<file path="src/rtl/minmax_frame_seq_if.sv">
// minmax_frame_seq_if: sample input and frame-result handshakes for minmax_frame_seq.
interface minmax_frame_seq_if #(
  parameter int BIT_WIDTH = 16,
  parameter int FRAME_LEN = 8,
  parameter int CNT_W     = $clog2(FRAME_LEN + 1)
);
  logic [BIT_WIDTH-1:0] in_data;
  logic                 in_valid;
  logic                 in_ready;
  logic                 flush;
  logic [BIT_WIDTH-1:0] out_min;
  logic [BIT_WIDTH-1:0] out_max;
  logic [CNT_W-1:0]     out_count;
  logic                 out_valid;
  logic                 out_ready;
  modport master (
    output in_data, in_valid, flush, out_ready,
    input  in_ready, out_min, out_max, out_count, out_valid
  );
  modport slave (
    input  in_data, in_valid, flush, out_ready,
    output in_ready, out_min, out_max, out_count, out_valid
  );
endinterface

</file>
<file path="src/rtl/minmax_frame_seq.sv">
// minmax_frame_seq: serial unsigned min/max/count over a frame, result held until accepted.
module minmax_frame_seq #(
  parameter int BIT_WIDTH = 16,
  parameter int FRAME_LEN = 8,
  parameter int CNT_W     = $clog2(FRAME_LEN + 1)
) (
  input logic           clk,
  input logic           rst_n,
  minmax_frame_seq_if.slave s
);
  typedef enum logic {COLLECT, HOLD} state_t;
  state_t               state_q, state_d;
  logic [CNT_W-1:0]     cnt_q, cnt_d, cnt_inc;
  logic [BIT_WIDTH-1:0] min_q, min_d, max_q, max_d;
  logic [BIT_WIDTH-1:0] omin_q, omin_d, omax_q, omax_d;
  logic [CNT_W-1:0]     ocnt_q, ocnt_d;
  logic                 ovalid_q, ovalid_d;
  logic                 acc, close, release_res;
  assign s.in_ready  = rst_n && (state_q == COLLECT);
  assign s.out_min   = omin_q;
  assign s.out_max   = omax_q;
  assign s.out_count = ocnt_q;
  assign s.out_valid = ovalid_q;
  always_comb begin
    acc         = s.in_valid && s.in_ready;
    cnt_inc     = cnt_q + CNT_W'(1);
    release_res = (state_q == HOLD) && s.out_ready;
    // a flush closes the frame only if it would contain at least one sample
    close       = (state_q == COLLECT) &&
                  ((acc && cnt_inc == CNT_W'(FRAME_LEN)) || (s.flush && (cnt_q != '0 || acc)));
    min_d       = acc && (cnt_q == '0 || s.in_data < min_q) ? s.in_data : min_q;
    max_d       = acc && (cnt_q == '0 || s.in_data > max_q) ? s.in_data : max_q;
    cnt_d       = acc ? cnt_inc : release_res ? '0 : cnt_q;
    state_d     = close ? HOLD : release_res ? COLLECT : state_q;
    omin_d      = close ? min_d : omin_q;
    omax_d      = close ? max_d : omax_q;
    ocnt_d      = close ? cnt_d : ocnt_q;
    ovalid_d    = close ? 1'b1 : release_res ? 1'b0 : ovalid_q;
  end
  always_ff @(posedge clk) begin
    if (!rst_n) begin
      state_q  <= COLLECT;
      cnt_q    <= '0;
      min_q    <= '0;
      max_q    <= '0;
      omin_q   <= '0;
      omax_q   <= '0;
      ocnt_q   <= '0;
      ovalid_q <= 1'b0;
    end else begin
      state_q  <= state_d;
      cnt_q    <= cnt_d;
      min_q    <= min_d;
      max_q    <= max_d;
      omin_q   <= omin_d;
      omax_q   <= omax_d;
      ocnt_q   <= ocnt_d;
      ovalid_q <= ovalid_d;
    end
  end
endmodule

</file>
<file path="src/flat_wrapper.sv">
// flat-port wrapper written by rule: the top's interface ports become plain ports
module minmax_frame_seq_flat 
#(
  parameter int BIT_WIDTH = 16,
  parameter int FRAME_LEN = 8,
  parameter int CNT_W     = $clog2(FRAME_LEN + 1)
)
  (clk, rst_n, s_in_data, s_in_valid, s_flush, s_out_ready, s_in_ready, s_out_min, s_out_max, s_out_count, s_out_valid);
  minmax_frame_seq_if #(.BIT_WIDTH(BIT_WIDTH), .FRAME_LEN(FRAME_LEN), .CNT_W(CNT_W)) s_i ();
  input logic clk;
  input logic rst_n;
  input wire logic [$bits(s_i.in_data)-1:0] s_in_data;
  input wire logic [$bits(s_i.in_valid)-1:0] s_in_valid;
  input wire logic [$bits(s_i.flush)-1:0] s_flush;
  input wire logic [$bits(s_i.out_ready)-1:0] s_out_ready;
  output wire logic [$bits(s_i.in_ready)-1:0] s_in_ready;
  output wire logic [$bits(s_i.out_min)-1:0] s_out_min;
  output wire logic [$bits(s_i.out_max)-1:0] s_out_max;
  output wire logic [$bits(s_i.out_count)-1:0] s_out_count;
  output wire logic [$bits(s_i.out_valid)-1:0] s_out_valid;
  assign s_i.in_data = s_in_data;
  assign s_i.in_valid = s_in_valid;
  assign s_i.flush = s_flush;
  assign s_i.out_ready = s_out_ready;
  assign s_in_ready = s_i.in_ready;
  assign s_out_min = s_i.out_min;
  assign s_out_max = s_i.out_max;
  assign s_out_count = s_i.out_count;
  assign s_out_valid = s_i.out_valid;
  minmax_frame_seq #(.BIT_WIDTH(BIT_WIDTH), .FRAME_LEN(FRAME_LEN), .CNT_W(CNT_W)) u_core (.clk(clk), .rst_n(rst_n), .s(s_i));
endmodule
</file>
<file path="config.mk">
export PLATFORM = sky130hd
export DESIGN_NAME = minmax_frame_seq_flat
export DESIGN_NICKNAME = d
export VERILOG_FILES = /design/src/rtl/minmax_frame_seq_if.sv /design/src/rtl/minmax_frame_seq.sv /design/src/flat_wrapper.sv
export SDC_FILE = /design/constraint.sdc
export NUM_CORES = 1
export LEC_CHECK = 0
export CORE_MARGIN = 2
export CORE_UTILIZATION = 45
export CTS_BUF_LIST = sky130_fd_sc_hd__clkbuf_4 sky130_fd_sc_hd__clkbuf_8 sky130_fd_sc_hd__clkbuf_16
export DETAILED_ROUTE_END_ITERATION = 12
export DONT_BUFFER_PORTS = 1
export PLACE_DENSITY = 0.67
export SYNTH_ARGS = -nofsm -noshare
export SYNTH_HDL_FRONTEND = slang
export SYNTH_SLANG_ARGS = --single-unit
</file>
<file path="constraint.sdc">
create_clock -name clk -period 2.9 [get_ports clk]
set_input_delay 0.58 -clock clk [delete_from_list [all_inputs] [get_ports clk]]
set_output_delay 0.58 -clock clk [all_outputs]
set_load 0.02 [all_outputs]
</file>
Word-level counts from Yosys, hierarchy flattened
Index checks and enable logic that the tools add are counted.
{"block": "op_classes", "add_sub_neg": 1, "n_lt_le_gt_ge": 2, "n_eq_ne": 1, "mux": 6, "n_bitwise": 1, "n_reduce_logical": 15}
{"cell": "two-way mux 16 bit", "n": 2}
{"cell": "> comparator 16 bit", "n": 1}
{"cell": "less-than comparator 16 bit", "n": 1}
{"cell": "logical AND 1 bit", "n": 8}
{"cell": "two-way mux 4 bit", "n": 2}
{"cell": "adder 4 x 1 -> 4 bit (second input constant)", "n": 1}
{"cell": "== test 4 bit (second input constant)", "n": 1}
{"cell": "logical NOT 4 bit", "n": 1}
{"cell": "logical OR 1 bit", "n": 4}
{"cell": "nonzero test 4 bit", "n": 1}
{"cell": "two-way mux 1 bit", "n": 2}
{"cell": "nonzero test 2 bit", "n": 1}
{"cell": "inverter 1 bit", "n": 1}
{"block": "totals", "ff_bits": 73, "out_inout_bits": 38, "elab_cells": 33}

Longest topological paths before layout
{"block": "depth", "ltp_word": 8, "depth_mapped": 9, "mapped_depth_nobuf": 8}

Least setup slack after synthesis
No wires, ideal clock.
{"block": "synth_timing", "path_type": "input-to-reg", "from": "in s_in_data[6]", "to": "reg u_core.omin_q[10], in the netlist u_core.s.out_min[10]", "setup_time_ns": 0.122, "t_arrival_ns": 2.536, "required_ns": 2.778, "slack_ns": 0.242, "path_stages": 8, "n_path_buf": 1, "cell_sequence": "ha_1 -> a21o_1 -> a211oi_1 -> o21ai_2 -> a2111oi_4 -> buf_8 -> mux2i_1 -> a21oi_2"}
{"block": "synth_between", "elab_chain_cells": 4}
{"element": "start: declaration", "line_no": "flat_wrapper.sv:12", "rtl": "input wire logic [$bits(s_i.in_data)-1:0] s_in_data;"}
{"element": "less-than comparator 16 bit", "line_no": "minmax_frame_seq.sv:31", "rtl": "min_d = acc && (cnt_q == '0 || s.in_data < min_q) ? s.in_data : min_q;"}
{"element": "logical OR 1 bit", "line_no": "minmax_frame_seq.sv:31"}
{"element": "logical AND 1 bit", "line_no": "minmax_frame_seq.sv:31"}
{"element": "two-way mux 16 bit", "line_no": "minmax_frame_seq.sv:31"}
{"element": "end signal: assignment", "line_no": "minmax_frame_seq.sv:55", "rtl": "omin_q <= omin_d;"}
{"element": "end: declaration", "line_no": "minmax_frame_seq.sv:15", "rtl": "logic [BIT_WIDTH-1:0] omin_q, omin_d, omax_q, omax_d;"}
Every way passes these cells.
A chain may end at the register's enable or synchronous reset.

Worst setup path in the final report
{"block": "layout_timing", "from": "reg u_core.max_q[13]", "to": "reg u_core.omax_q[9], in the netlist u_core.s.out_max[9]"}
{"block": "layout_between", "elab_chain_cells": 4}
{"element": "start: declaration", "line_no": "minmax_frame_seq.sv:14", "rtl": "logic [BIT_WIDTH-1:0] min_q, min_d, max_q, max_d;"}
{"element": "start signal: assignment", "line_no": "minmax_frame_seq.sv:54", "rtl": "max_q <= max_d;"}
{"element": "> comparator 16 bit", "line_no": "minmax_frame_seq.sv:32", "rtl": "max_d = acc && (cnt_q == '0 || s.in_data > max_q) ? s.in_data : max_q;"}
{"element": "logical OR 1 bit", "line_no": "minmax_frame_seq.sv:32"}
{"element": "logical AND 1 bit", "line_no": "minmax_frame_seq.sv:32"}
{"element": "two-way mux 16 bit", "line_no": "minmax_frame_seq.sv:32"}
{"element": "end signal: assignment", "line_no": "minmax_frame_seq.sv:56", "rtl": "omax_q <= omax_d;"}
{"element": "end: declaration", "line_no": "minmax_frame_seq.sv:15"}
Every way passes these cells.

==> metrics.txt <==
Layout Cells excl Fill 478; Hold Buf Count CTS 0; Flop pwr share 51.3%; part of the power in the clock network 35.4%; H-tree depth 3; Max Slew Vio Count 0; # diodes 0; HPWL after DPL 5090 um; actual slew at the worst max-slew pin 0.517 ns; post-CTS setup buffer count 0; overflow left after global routing 0; TritonCTS buffer count 9; DRC Markers 0; crit path time final 2.64 ns; Nets 426; Core ar. 7730 um^2; reg2reg setup slack 0.26 ns; P_leak 1.51 nW; Psw 0.631 mW; Final Power 2.29 mW; Initial Util 46.5%; vias per cell 5.22; f_max 379 MHz; startpoint types register; vias post-DR 2494; CTS tree built; Routability Congestion 0.791; Top delay family on crit path simple AND/OR/NAND/NOR gates; Ys Warns 0; Max VDD drop 0.412 mV; CP Buf/Inv Count 2; CP Cell Sequence inv_1, ha_1, nand4_1, nor4_1, a21boi_0, o31ai_4, buf_4, mux2i_1, a21oi_1; Logic pwr share 13.3%; Die ar. 8720 um^2; crit share post-route 91.0%; initial antenna violation count 0; clk_lat worst skew 0.34 ns; Worst Hold Class in2reg; Worst-path clk slew 0.08 ns; Worst EP arrival 2.85 ns; Final Hold Viols 0; post-CTS sizing 0; Port-buffer cells 0; RSZ-0062 raised after global routing no; Filler cells 727; largest net degree at the start of global routing 77; Pre-antenna DRT Iters 4; row count 32; Sw Ratio 27.6%; Yosys cell types 37; Post-DRT Antenna Nets 0; # IOs 59; mapped cell area 3590 um^2; status complete, no violations; DP Cell Count 462; # setup viols final 0; clk_skew 0.0149 ns; Initial DRC Count 97; commonest cells after routing, fill and taps aside dfxtp_1 (73), o21ai_0 (39), nor2b_1 (39); clock root cell clkbuf_8; critical path class reg2reg; critical path required time 3.11 ns; CTS max path bufs 2; global-route wire length before repair 12100 um; slowest CP cell nor4_1; Worst setup EP type register; hold slack 0.361 ns; WL final 7070 um; maximum fanout along the worst path 10; slowest stage delay, CP 0.51 ns; layout cells sized above 1 10.9%; syn nets 426; vias in the first global route 2424; drt wl/cell 14.8 um; asr flop ratio synth 0%; die width 93.4 um; Power Dens Cells 590 nW/um^2; Internal Power 1.66 mW; Setup TNS Final 0 ns; Syn Area/Cell 9.69 um^2; MaxCap Viol Count 0; commonest non-fill, non-tap cell in the layout dfxtp_1; die height 93.4 um; prevailing post-synth register cell dfxtp_1; Post-Syn Instances 371; clk sinks 73; All-Layer GR Usage 17.7%; EDFF count, synth 0; Rel. slew slack 65.5%; FF+latch count, synth 73; sequential share of the synthesized area 40.7%; Area Growth Syn to Fin 7.87%
## worst register-to-register path, cell delays in order, from the launching register on
cell	delay, ns
dfxtp_1	0.34
inv_1	0.05
ha_1	0.28
nand4_1	0.21
nor4_1	0.51
a21boi_0	0.44
o31ai_4	0.13
buf_4	0.22
mux2i_1	0.25
a21oi_1	0.10
## synthesized netlist by cell type, types with 4 or more instances
cell / n / area (um^2)
a211oi_1: 4 / 30.0
a21oi_1: 35 / 175
a21oi_2: 10 / 87.6
buf_6: 4 / 45.0
clkbuf_1: 13 / 48.8
dfxtp_1: 73 / 1460
ha_1: 34 / 425
inv_1: 33 / 124
mux2i_1: 35 / 350
nand2_1: 8 / 30.0
nand4_1: 6 / 37.5
nor2_1: 5 / 18.8
nor2b_1: 39 / 244
o21ai_0: 39 / 195
## logic make-up (layout without fill, tap and decap cells)
group | Yosys count | count (layout) | share of synthesized area [%]
compound gates | 104 | 104 | 18.8
flops | 73 | 73 | 40.7
simple gates | 72 | 72 | 12.0
buf+inv | 51 | 56 | 6.47
mux | 35 | 35 | 9.75
fa+ha+maj | 34 | 34 | 11.8
xor+xnor | 2 | 2 | 0.487
## layer usage
| metal | share of wire [%] | track usage (%) | wire length [um] |
|---|---|---|---|
| met3 | 5.7 | 4.92 | 400 |
| met4 | 1.2 | 7.35 | 86 |
| met2 | 46 | 27.4 | 3250 |
| met5 | 0 | 0 | 0 |
| met1 | 47 | 23.2 | 3320 |
## power by group through the flow
stage          clock network (mW)  logic, mW  registers [mW]
4_1_cts                     0.833      0.308            1.18
2_1_floorplan                   0      0.267            1.18
5_1_grt                     0.883      0.349            1.18
3_3_place_gp                    0      0.297            1.20
6_report                    0.811      0.304            1.17
3_5_place_dp                    0      0.306            1.20
## path summary, 6_finish.rpt
| kind | startpoint | to | depth (start not counted) |
|---|---|---|---|
| max | u_core.max_q[13] | u_core.s.out_max[9] | 9 |
| min | rst_n | u_core.state_q | 1 |
| max reg2reg | u_core.max_q[13] | u_core.s.out_max[9] | 9 |
| min reg2reg | u_core.min_q[3] | u_core.min_q[3] | 2 |
## area by class of cell
cell class | count | area, um^2 | share of cell area (%)
Multi-Input combinational cell | 247 | 1910 | 49.3
Sequential cell | 73 | 1460 | 37.7
Clock buffer | 13 | 160 | 4.13
Tap cell | 102 | 128 | 3.29
Inverter | 33 | 124 | 3.19
Timing Repair Buffer | 7 | 52.6 | 1.36
Clock inverter | 3 | 40.0 | 1.03
## state kept, by name (all words and copies together) (netlist names)
name / cells
u_core.max_q: 16
u_core.min_q: 16
u_core.s.out_max: 16
u_core.s.out_min: 16
u_core.cnt_q: 4
u_core.s.out_count: 4
u_core.state_q: 1
## through the flow
stage               area (um^2)  util [%]  setup slack [ns]
floorplan                  3590         -             0.242
global placement           3680      47.6            0.0200
detailed placement         3680      47.6            0.0318
CTS                        3880      50.2             0.200
global route               3880      50.2            0.0300
finish                     3880      50.2             0.260
Power figures use the tool's default switching activity.
